$ cat src/rtl/instruction_encoder_pkg.sv
// -----------------------------------------------------------------------------
// instruction_encoder_pkg
// Shared definitions for the instruction encoder and its matching decoder:
// request-kind encoding, opcode / funct / ALU code constants, the request and
// result structs, and the combinational encode helper.
// No ports (package).
// -----------------------------------------------------------------------------
package instruction_encoder_pkg;

  // in_kind encoding
  typedef enum logic [1:0] {
    KIND_IMM   = 2'b00,
    KIND_SHIFT = 2'b01,
    KIND_ARITH = 2'b10,
    KIND_RSVD  = 2'b11
  } kind_e;

  // Opcodes
  localparam logic [5:0] OP_RTYPE  = 6'b000000;
  localparam logic [5:0] OP_IMM    = 6'b111111;

  // Funct field values
  localparam logic [5:0] FUNCT_SLL = 6'b000000;
  localparam logic [5:0] FUNCT_SRL = 6'b000010;
  localparam logic [5:0] FUNCT_ADD = 6'b100000;
  localparam logic [5:0] FUNCT_SUB = 6'b100010;
  localparam logic [5:0] FUNCT_AND = 6'b100100;
  localparam logic [5:0] FUNCT_OR  = 6'b100101;

  // ALU operation codes
  localparam logic [3:0] ALU_SLL   = 4'b1100;
  localparam logic [3:0] ALU_SRL   = 4'b0011;
  localparam logic [3:0] ALU_ADD   = 4'b0010;
  localparam logic [3:0] ALU_SUB   = 4'b1000;
  localparam logic [3:0] ALU_AND   = 4'b0000;
  localparam logic [3:0] ALU_OR    = 4'b0001;

  localparam int unsigned WORD_W = 32;
  localparam int unsigned ADDR_W = 8;

  typedef struct packed {
    logic [1:0]  kind;
    logic [3:0]  alu;
    logic [4:0]  rdst;
    logic [4:0]  rsrc1;
    logic [4:0]  rsrc2;
    logic [4:0]  shamt;
    logic [20:0] imm;
  } enc_req_t;

  typedef struct packed {
    logic        legal;
    logic [31:0] instr;
  } enc_result_t;

  // Build an R-type word from its fields.
  function automatic logic [31:0] rtype_word(
    input logic [4:0] rdst,
    input logic [4:0] rsrc1,
    input logic [4:0] rsrc2,
    input logic [4:0] shamt,
    input logic [5:0] funct
  );
    rtype_word = {OP_RTYPE, rdst, rsrc1, rsrc2, shamt, funct};
  endfunction

  // Encode one request. An illegal request returns legal=0 and a zero word.
  // Immediate requests carry no ALU operation, so their alu code is ignored.
  function automatic enc_result_t encode(input enc_req_t req);
    enc_result_t res;
    res.legal = 1'b0;
    res.instr = 32'h0000_0000;
    case (kind_e'(req.kind))
      KIND_IMM: begin
        res.legal = 1'b1;
        res.instr = {OP_IMM, req.rdst, req.imm};
      end
      KIND_SHIFT: begin
        case (req.alu)
          ALU_SLL: begin
            res.legal = 1'b1;
            res.instr = rtype_word(req.rdst, req.rsrc1, req.rsrc2, req.shamt, FUNCT_SLL);
          end
          ALU_SRL: begin
            res.legal = 1'b1;
            res.instr = rtype_word(req.rdst, req.rsrc1, req.rsrc2, req.shamt, FUNCT_SRL);
          end
          default: begin
            res.legal = 1'b0;
            res.instr = 32'h0000_0000;
          end
        endcase
      end
      KIND_ARITH: begin
        // Arithmetic words always carry a zero shift amount.
        case (req.alu)
          ALU_ADD: begin
            res.legal = 1'b1;
            res.instr = rtype_word(req.rdst, req.rsrc1, req.rsrc2, 5'd0, FUNCT_ADD);
          end
          ALU_SUB: begin
            res.legal = 1'b1;
            res.instr = rtype_word(req.rdst, req.rsrc1, req.rsrc2, 5'd0, FUNCT_SUB);
          end
          ALU_AND: begin
            res.legal = 1'b1;
            res.instr = rtype_word(req.rdst, req.rsrc1, req.rsrc2, 5'd0, FUNCT_AND);
          end
          ALU_OR: begin
            res.legal = 1'b1;
            res.instr = rtype_word(req.rdst, req.rsrc1, req.rsrc2, 5'd0, FUNCT_OR);
          end
          default: begin
            res.legal = 1'b0;
            res.instr = 32'h0000_0000;
          end
        endcase
      end
      default: begin
        res.legal = 1'b0;
        res.instr = 32'h0000_0000;
      end
    endcase
    return res;
  endfunction

endpackage

$ cat src/rtl/instruction_encoder_if.sv
// -----------------------------------------------------------------------------
// instruction_encoder_if
// Request / result bundle of the instruction encoder.
//   in_*      : encode request from the producer (valid/ready handshake)
//   out_*     : encoded word plus its instruction-memory address (valid/ready)
//   err       : one-cycle pulse after an illegal request was consumed
//   err_count : saturating count of illegal requests
// Modports: master = producer/consumer side, slave = encoder.
// -----------------------------------------------------------------------------
interface instruction_encoder_if;

  logic        in_valid;
  logic        in_ready;
  logic [1:0]  in_kind;
  logic [3:0]  in_alu_code;
  logic [4:0]  in_rdst;
  logic [4:0]  in_rsrc1;
  logic [4:0]  in_rsrc2;
  logic [4:0]  in_shamt;
  logic [20:0] in_imm;
  logic        out_valid;
  logic        out_ready;
  logic [31:0] out_instr;
  logic [7:0]  out_addr;
  logic        err;
  logic [7:0]  err_count;

  modport master (
    output in_valid, in_kind, in_alu_code, in_rdst, in_rsrc1, in_rsrc2,
           in_shamt, in_imm, out_ready,
    input  in_ready, out_valid, out_instr, out_addr, err, err_count
  );

  modport slave (
    input  in_valid, in_kind, in_alu_code, in_rdst, in_rsrc1, in_rsrc2,
           in_shamt, in_imm, out_ready,
    output in_ready, out_valid, out_instr, out_addr, err, err_count
  );

endinterface

$ cat src/rtl/instruction_encoder_sync_fifo2.sv
// -----------------------------------------------------------------------------
// sync_fifo2
// Two-entry, 32-bit synchronous FIFO with asynchronous active-high reset.
// Ports:
//   clk, rst          : clock, async active-high reset
//   i_push, i_data    : write request and data (ignored while full)
//   o_full            : both entries occupied
//   i_pop             : read request (ignored while empty)
//   o_valid, o_data   : head entry present / head data (straight from storage)
// -----------------------------------------------------------------------------
module sync_fifo2 (
  input  logic        clk,
  input  logic        rst,
  input  logic        i_push,
  input  logic [31:0] i_data,
  output logic        o_full,
  input  logic        i_pop,
  output logic        o_valid,
  output logic [31:0] o_data
);

  logic [1:0][31:0] r_mem;
  logic             r_wr_ptr;
  logic             r_rd_ptr;
  logic [1:0]       r_count;
  logic             w_push;
  logic             w_pop;

  // Qualify requests against occupancy.
  always_comb begin
    w_push = i_push && (r_count != 2'd2);
    w_pop  = i_pop  && (r_count != 2'd0);
  end

  // Storage, pointers and occupancy. Storage is cleared too so the head
  // reads as zero straight out of reset.
  always_ff @(posedge clk or posedge rst) begin
    if (rst) begin
      r_mem    <= '0;
      r_wr_ptr <= 1'b0;
      r_rd_ptr <= 1'b0;
      r_count  <= 2'd0;
    end else begin
      if (w_push) begin
        r_mem[r_wr_ptr] <= i_data;
        r_wr_ptr        <= ~r_wr_ptr;
      end
      if (w_pop) begin
        r_rd_ptr <= ~r_rd_ptr;
      end
      // Simultaneous push and pop leaves occupancy unchanged.
      case ({w_push, w_pop})
        2'b10:   r_count <= r_count + 2'd1;
        2'b01:   r_count <= r_count - 2'd1;
        default: r_count <= r_count;
      endcase
    end
  end

  // Status and head outputs.
  always_comb begin
    o_full  = (r_count == 2'd2);
    o_valid = (r_count != 2'd0);
    o_data  = r_mem[r_rd_ptr];
  end

endmodule

$ cat src/rtl/instruction_encoder.sv
// -----------------------------------------------------------------------------
// instruction_encoder
// Encodes immediate / shift / arithmetic requests into 32-bit instruction
// words, buffers legal words in a 2-entry FIFO and hands them out together with
// an incrementing instruction-memory write address. Illegal requests are
// consumed, dropped, flagged with a one-cycle err pulse and counted.
// Ports:
//   clk  : rising-edge clock
//   rst  : asynchronous active-high reset
//   bus  : instruction_encoder_if.slave (request, result, error signals)
// -----------------------------------------------------------------------------
module instruction_encoder
  import instruction_encoder_pkg::*;
(
  input  logic                  clk,
  input  logic                  rst,
  instruction_encoder_if.slave  bus
);

  enc_req_t    w_req;
  enc_result_t w_enc;
  logic        w_full;
  logic        w_in_ready;
  logic        w_accept;
  logic        w_push;
  logic        w_bad;
  logic        w_fifo_valid;
  logic [31:0] w_fifo_data;
  logic        w_pop;
  logic [7:0]  r_addr;
  logic        r_err;
  logic [7:0]  r_err_count;

  // Combinational encode of the presented request.
  always_comb begin
    w_req.kind  = bus.in_kind;
    w_req.alu   = bus.in_alu_code;
    w_req.rdst  = bus.in_rdst;
    w_req.rsrc1 = bus.in_rsrc1;
    w_req.rsrc2 = bus.in_rsrc2;
    w_req.shamt = bus.in_shamt;
    w_req.imm   = bus.in_imm;
    w_enc       = encode(w_req);
  end

  // Handshake: any request (legal or not) is accepted only while the FIFO has
  // room, so an illegal request behind a full FIFO waits like a legal one.
  always_comb begin
    w_in_ready = !w_full;
    w_accept   = bus.in_valid && w_in_ready;
    w_push     = w_accept && w_enc.legal;
    w_bad      = w_accept && !w_enc.legal;
    w_pop      = bus.out_ready && w_fifo_valid;
  end

  sync_fifo2 u_fifo (
    .clk     (clk),
    .rst     (rst),
    .i_push  (w_push),
    .i_data  (w_enc.instr),
    .o_full  (w_full),
    .i_pop   (w_pop),
    .o_valid (w_fifo_valid),
    .o_data  (w_fifo_data)
  );

  // Write address advances once per word handed to the consumer, wrapping.
  always_ff @(posedge clk or posedge rst) begin
    if (rst) begin
      r_addr <= 8'd0;
    end else if (w_pop) begin
      r_addr <= r_addr + 8'd1;
    end else begin
      r_addr <= r_addr;
    end
  end

  // Illegal-request pulse and saturating counter.
  always_ff @(posedge clk or posedge rst) begin
    if (rst) begin
      r_err       <= 1'b0;
      r_err_count <= 8'd0;
    end else begin
      r_err <= w_bad;
      if (w_bad && (r_err_count != 8'hFF)) begin
        r_err_count <= r_err_count + 8'd1;
      end else begin
        r_err_count <= r_err_count;
      end
    end
  end

  // Drive the interface outputs.
  always_comb begin
    bus.in_ready  = w_in_ready;
    bus.out_valid = w_fifo_valid;
    bus.out_instr = w_fifo_data;
    bus.out_addr  = r_addr;
    bus.err       = r_err;
    bus.err_count = r_err_count;
  end

endmodule

$ cat src/flat_wrapper.sv
// flat-port wrapper written by rule: the top's interface ports become plain ports
module instruction_encoder_flat import instruction_encoder_pkg::*;
  (clk, rst, bus_in_valid, bus_in_kind, bus_in_alu_code, bus_in_rdst, bus_in_rsrc1, bus_in_rsrc2, bus_in_shamt, bus_in_imm, bus_out_ready, bus_in_ready, bus_out_valid, bus_out_instr, bus_out_addr, bus_err, bus_err_count);
  instruction_encoder_if bus_i ();
  input  logic clk;
  input  logic rst;
  input wire logic [$bits(bus_i.in_valid)-1:0] bus_in_valid;
  input wire logic [$bits(bus_i.in_kind)-1:0] bus_in_kind;
  input wire logic [$bits(bus_i.in_alu_code)-1:0] bus_in_alu_code;
  input wire logic [$bits(bus_i.in_rdst)-1:0] bus_in_rdst;
  input wire logic [$bits(bus_i.in_rsrc1)-1:0] bus_in_rsrc1;
  input wire logic [$bits(bus_i.in_rsrc2)-1:0] bus_in_rsrc2;
  input wire logic [$bits(bus_i.in_shamt)-1:0] bus_in_shamt;
  input wire logic [$bits(bus_i.in_imm)-1:0] bus_in_imm;
  input wire logic [$bits(bus_i.out_ready)-1:0] bus_out_ready;
  output wire logic [$bits(bus_i.in_ready)-1:0] bus_in_ready;
  output wire logic [$bits(bus_i.out_valid)-1:0] bus_out_valid;
  output wire logic [$bits(bus_i.out_instr)-1:0] bus_out_instr;
  output wire logic [$bits(bus_i.out_addr)-1:0] bus_out_addr;
  output wire logic [$bits(bus_i.err)-1:0] bus_err;
  output wire logic [$bits(bus_i.err_count)-1:0] bus_err_count;
  assign bus_i.in_valid = bus_in_valid;
  assign bus_i.in_kind = bus_in_kind;
  assign bus_i.in_alu_code = bus_in_alu_code;
  assign bus_i.in_rdst = bus_in_rdst;
  assign bus_i.in_rsrc1 = bus_in_rsrc1;
  assign bus_i.in_rsrc2 = bus_in_rsrc2;
  assign bus_i.in_shamt = bus_in_shamt;
  assign bus_i.in_imm = bus_in_imm;
  assign bus_i.out_ready = bus_out_ready;
  assign bus_in_ready = bus_i.in_ready;
  assign bus_out_valid = bus_i.out_valid;
  assign bus_out_instr = bus_i.out_instr;
  assign bus_out_addr = bus_i.out_addr;
  assign bus_err = bus_i.err;
  assign bus_err_count = bus_i.err_count;
  instruction_encoder u_core (.clk(clk), .rst(rst), .bus(bus_i));
endmodule
$ cat config.mk
export PLATFORM = sky130hd
export DESIGN_NAME = instruction_encoder_flat
export DESIGN_NICKNAME = d
export VERILOG_FILES = /design/src/rtl/instruction_encoder_pkg.sv /design/src/rtl/instruction_encoder_if.sv /design/src/rtl/instruction_encoder_sync_fifo2.sv /design/src/rtl/instruction_encoder.sv /design/src/flat_wrapper.sv
export SDC_FILE = /design/constraint.sdc
export NUM_CORES = 1
export LEC_CHECK = 0
export BUFFER_PORTS_ARGS = -buffer_cell sky130_fd_sc_hd__buf_2
export CORE_UTILIZATION = 47
export CTS_BUF_LIST = sky130_fd_sc_hd__clkbuf_16
export CTS_CLUSTER_SIZE = 14
export DETAILED_ROUTE_END_ITERATION = 10
export GPL_TIMING_DRIVEN = 0
export PLACE_DENSITY = 0.84
export SETUP_SLACK_MARGIN = 0.2
export SLEW_MARGIN = 20
export SYNTH_ARGS = -nofsm -noshare
export SYNTH_HDL_FRONTEND = slang
export SYNTH_SLANG_ARGS = --single-unit
$ cat constraint.sdc
create_clock -name clk -period 2.1 [get_ports clk]
set_input_delay 0.105 -clock clk [delete_from_list [all_inputs] [get_ports clk]]
set_output_delay 0.105 -clock clk [all_outputs]
set_load 0.05 [all_outputs]
### Word-level counts from Yosys, hierarchy flattened

Cells that the tools add are included.

* register bits: 85
* word-level logic and storage cells: 52
* bits of input ports: 51

* equality and inequality tests: 12
* magnitude comparators: 3
* reductions and logical operators: 14
* $add $sub $neg: 4
* multiplexer cells: 9
* bitwise logic cells: 2

Operators by type and width (count)
* case mux 33 bit (4 select lines): 1
* case mux 33 bit (3 select lines): 1
* two-way mux 32 bit: 3
* case mux 33 bit (2 select lines): 1
* bitwise mux 64 bit: 1
* demux 32 bit (select 1 bit): 1
* adder 8 x 1 -> 8 bit, second input constant: 2
* == test 4 x 2 -> 1 bit, second input constant: 2
* == test 4 bit, second input constant: 2
* logical AND 1 bit: 8
* != test 8 bit, second input constant: 1
* == test 2 bit, second input constant: 3
* == test 2 x 1 -> 1 bit, second input constant: 2
* == test 4 x 1 -> 1 bit, second input constant: 1
* zero test 4 bit: 1
* less-than comparator 1 x 2 -> 1 bit, second input constant: 2
* case mux 2 bit (2 select lines): 1
* nonzero test 2 bit: 2
* adder 2 x 1 -> 2 bit, second input constant: 1
* zero test 1 bit: 2
* zero test 2 bit: 1
* != test 2 bit, second input constant: 1
* NOT 1 bit: 2
* subtractor 2 x 1 -> 2 bit, second input constant: 1
* greater-or-equal comparator 1 bit, second input constant: 1

### Longest topological paths before layout

* word-level depth: 7
* gate-level depth with buffers: 10

### Modules after synthesis

From an unflattened synthesis, not the netlist that was laid out.

* cells, all modules: 314
* area total of the unflattened synthesis: 4304.1 um2

By module, submodules not included
* sync_fifo2: area each 3139.3 um2, sequential area each 1701.6 um2, cells an instance 190, instances 1
* instruction_encoder: area each 1164.9 um2, sequential area each 425.4 um2, cells an instance 124, instances 1

### Least setup slack after synthesis

OpenSTA, ideal clock, no wires.

* kind: reg-to-reg
* start point: register u_core.u_fifo.r_count[0]
* end point: register u_core.r_err_count[1], in the netlist u_core.bus.err_count[1]
* period minus slack after synthesis: 2.135 ns
* library setup time: 0.125 ns
* path slack: -0.035 ns
* path buffers: 2
* data required time: 1.975 ns
* arrival: 2.010 ns
* stages on the path, launching flop included: 8
* cell sequence: dfrtp_1 nand2b_1 and2_1 clkbuf_2 and3_1 buf_4 nand2_1 mux2_2

* longest elaborated chain between the ends: 5

RTL lines
* start: declaration: RTL line instruction_encoder_sync_fifo2.sv:25 `logic [1:0] r_count;`
* start signal: assignment: RTL line instruction_encoder_sync_fifo2.sv:53 `2'b10: r_count <= r_count + 2'd1;`
* start signal: assignment: RTL line instruction_encoder_sync_fifo2.sv:54 `2'b01: r_count <= r_count - 2'd1;`
* start signal: assignment: RTL line instruction_encoder_sync_fifo2.sv:55 `default: r_count <= r_count;`
* == test 2 bit: RTL line instruction_encoder_sync_fifo2.sv:62 `o_full = (r_count == 2'd2);`
* zero test 1 bit: RTL line instruction_encoder.sv:49 `w_in_ready = !w_full;`
* via bus_in_ready: RTL line flat_wrapper.sv:16 `output wire logic [$bits(bus_i.in_ready)-1:0] bus_in_ready;`
* logical AND 1 bit: RTL line instruction_encoder.sv:50 `w_accept = bus.in_valid && w_in_ready;`
* logical AND 1 bit: RTL line instruction_encoder.sv:52 `w_bad = w_accept && !w_enc.legal;`
* via u_core.w_bad: RTL line instruction_encoder.sv:26 `logic w_bad;`
* logical AND 1 bit: RTL line instruction_encoder.sv:85 `if (w_bad && (r_err_count != 8'hFF)) begin`
* end signal: assignment: RTL line instruction_encoder.sv:86 `r_err_count <= r_err_count + 8'd1;`
* end signal: assignment: RTL line instruction_encoder.sv:88 `r_err_count <= r_err_count;`
* end: declaration: RTL line instruction_encoder.sv:32 `logic [7:0] r_err_count;`

The timed path passes the listed nets, and every way through them passes these cells.
A chain may end at the register's enable or synchronous reset.

### Worst setup path after layout

* start point: register u_core.u_fifo.r_rd_ptr
* end point: output bus_out_instr[29]

* longest elaborated chain between the ends: 2

RTL lines
* start: declaration: RTL line instruction_encoder_sync_fifo2.sv:24 `logic r_rd_ptr;`
* start signal: assignment: RTL line instruction_encoder_sync_fifo2.sv:49 `r_rd_ptr <= ~r_rd_ptr;`
* two-way mux 32 bit (not written as such) (2 in series): RTL line instruction_encoder_sync_fifo2.sv:64 `o_data = r_mem[r_rd_ptr];`
* end: declaration: RTL line flat_wrapper.sv:18 `output wire logic [$bits(bus_i.out_instr)-1:0] bus_out_instr;`

No other way between the ends. The select of a mux whose other input is x is not followed.

==> reports/metrics.yaml <==
final_layout:
  fill_cells: 633
  syn2layout_area_growth_pct: 27.91
  fin_util_pct: 63.55
  drive_gt1_share_pct: 42.13
  diodes: 0
  ff_latch_area_sq_mm: 0.001877
  fin_nets: 500
  multi_input_area_sq_mm: 0.001633
sta:
  rsz0062_at_grt: "false"
  drv_slew: 0
  fin_crit_sh_pct: 87.29
  fin_skew_ns: 0.005117
  tightest_slew_ns: 0.4911
  min_period_ns: 1.833
  setup_viol: 0
  finalHoldViolations: 0
  whs_ns: 0.02387
  fmaxAchievable_ghz: 0.5455
  relSlewSlack_pct: 67.20
routing:
  drc: 0
  vias: 2830
  wire_per_inst_microns: 14.68
  finalWirelength_mm: 8.075
  viasPerCell: 5.145
  drt-initial-drc-count: 63
  final_antenna_net_count: 0
  first_pass_iters: 4
min_path:
  hold_class: "input port to flop"
run:
  drv_cap: 0
cts:
  cts_max_path_buffers: 2
  worstSkewPairLatency_ns: 0.33
  cts_buffers: 9
  h-tree-depth: 3
  cts_tree: "built"
  clkTransAtPathRegs_ns: 0.06
  cts_root_buffer: "clkbuf_16"
  cts.sinks: 75
global_routing:
  globalRouteTotalUtil_pct: 20.85
  antenna_found_initial: 0
  grt_pass1_vias: 2861
  grt_max_degree: 35
  grt_overflow_total: 0
  grt_pass1_wl_mm: 13.37
placed_design:
  place_hpwl_mm: 5.756
  place.gp.congestion: 0.7723
  io_buffer_count: 99
synth:
  synth_compound_area_share_pct: 12.64
  synth-xor-area-share_pct: 4.045
  ys_ff_latch: 75
  syn_inst: 332
  yosysWarnings: 0
  synth_edf_count: 0
  synthAdderAreaFrac_pct: 1.292
  yosysSeqAreaShare_pct: 50.99
  ys.flop_type: "dfrtp_1"
  syn_area_sq_mm: 0.003681
  synthSimpleGateAreaFrac_pct: 12.17
  synth_nets: 386
  synth-async-reset-ratio_pct: 100.0
  avgSynthCellArea_sq_um: 11.09
  synth_top_family_by_area: "multiplexers"
  synth_mux_area_share_pct: 13.90
  ys_types: 45
floorplan:
  coreArea_sq_mm: 0.007408
  initial_core_util_pct: 49.69
  io_pins: 102
  dieArea_sq_mm: 0.008190
  num_rows: 31
  die_w_microns: 90.50
  die_y_microns: 90.50
worst_setup_path:
  required_ns: 2.00
  critPathCaptureType: "primary output"
  criticalPathCategory: "flop to primary output"
  cp-start-kind: "flop"
  crit_fanout: 10
  critPathArrivalTime_ns: 1.73
status:
  status: "complete, no violations"
pwr:
  cellPowerDensity_mw_per_mm2: 1750
  p_leak_nw: 2.328
  ir_worst_vdd_mv: 0.9896
-- cell families (layout without fill, tap and decap cells) --
kind of cell,after synthesis,in the layout
and+or+nand+nor,93,93
DFF,75,75
AOI/OAI and AO/OA,69,69
muxes,45,45
buffers and inverters,29,148
xor gates and xnor gates,17,17
adders and majority gates,4,4
-- routing by layer --
metal	track usage (%)	up-vias	part of all wire, %
met3	5.471	11	4.7
met5	0	-	0
li1	-	1390	-
met2	36.17	77	50
met4	6.720	0	1.4
met1	25.14	1352	44
-- layout make-up --
type	instances	share of cell area, %
Tap cell	99	2.631
Multi-Input combinational cell	228	34.68
Clock inverter	7	1.807
Sequential cell	75	39.86
Timing Repair Buffer	103	11.75
Buffer	23	3.933
Inverter	6	0.5581
Clock buffer	9	4.783
-- critical path: stages (launching register included) --
cell and delay (ns):
dfrtp_1 0.37, clkbuf_8 0.18, buf_8 0.16, mux2_4 0.34, buf_4 0.14, buf_2 0.20
-- final timing paths --
| kind | start | cells past startpoint | slack [ns] | end |
|---|---|---|---|---|
| setup / recovery | u_core.u_fifo.r_rd_ptr | 5 | 0.27 | bus_out_instr[29] |
| hold / removal | bus_in_rdst[2] | 2 | 0.02 | u_core.u_fifo.r_mem[23] |
| setup reg to reg | u_core.u_fifo.r_count[0] | 7 | 0.36 | u_core.bus.err_count[1] |
| hold reg to reg | u_core.u_fifo.r_mem[36] | 2 | 0.48 | u_core.u_fifo.r_mem[36] |
| max in group asynchronous | rst | 4 | 1.35 | u_core.u_fifo.r_mem[10] |
| min in group asynchronous | rst | 3 | 0.29 | u_core.u_fifo.r_mem[23] |
-- placed cells by master (no fill, tap or decap), drive strengths merged, types with 2 or more instances in the layout --
| master | Yosys | layout |
|---|---|---|
| a211oi | 2 | 2 |
| a21oi | 2 | 2 |
| a22oi | 15 | 15 |
| and2 | 2 | 2 |
| and3 | 4 | 4 |
| buf | 17 | 119 |
| bufinv | 0 | 2 |
| clkbuf | 6 | 15 |
| clkinv | 0 | 3 |
| dfrtp | 75 | 75 |
| ha | 3 | 3 |
| inv | 6 | 7 |
| mux2 | 43 | 43 |
| mux2i | 2 | 2 |
| nand2 | 55 | 55 |
| nand3 | 7 | 7 |
| nand4 | 2 | 2 |
| nand4bb | 2 | 2 |
| nor2 | 9 | 9 |
| nor2b | 2 | 2 |
| nor3 | 2 | 2 |
| o211ai | 2 | 2 |
| o21ai | 42 | 42 |
| or2 | 2 | 2 |
| xnor2 | 12 | 12 |
| xor2 | 5 | 5 |
-- where the power goes --
group          leakage, nW  internal, W  total [W]  switching (W)
Combinational         1.20      0.00135    0.00417        0.00282
Clock                0.159      0.00103    0.00159       0.000564
Sequential           0.973      0.00208    0.00248       0.000397
-- per-stage QoR --
step	setup slack (ns)	total power (W)	setup TNS (ns)	area (sq um)	cells
after floorplan	0.1940	0.005743	0	3692	332
after global placement	-0.2080	0.006484	-1.199	4312	530
after detailed placement	-0.2343	0.006601	-1.436	4352	532
after CTS	0.2345	0.008276	0	4695	549
after global routing	0.2065	0.008679	0	4708	550
final	0.2668	0.008238	0	4708	550
-- registers in the layout (all words and copies together) (netlist names) --
name,count
u_core.u_fifo.r_mem,54
u_core.bus.out_addr,8
u_core.u_fifo.r_count,2
u_core.bus.err_count,8
u_core.bus.err,1
u_core.u_fifo.r_wr_ptr,1
u_core.u_fifo.r_rd_ptr,1
-- cell usage after synthesis (3+ instances only) --
library cell	instances	area (sq um)
and3_1	4	25.02
a22oi_1	15	112.6
xor2_1	5	43.79
o21ai_1	3	15.01
dfrtp_1	75	1877
xnor2_1	12	105.1
clkbuf_1	3	11.26
mux2_2	41	461.7
clkbuf_2	3	15.01
buf_4	10	75.07
inv_1	6	22.52
buf_6	4	45.04
ha_1	3	37.54
nand2_1	55	206.5
nand3_1	7	35.03
nor2_1	9	33.78
o21ai_0	39	195.2
-- what timing repair did --
item / 4_1_cts / 5_1_grt
hold buffers: 1 / 0
gates resized for setup: 8 / 3
endpoints found under the setup margin: 28 / 15
setup buffers: 0 / 1
endpoints found under the hold margin: 10 / 0
pin swaps: 0 / 0
Power figures use the tool's default switching activity.
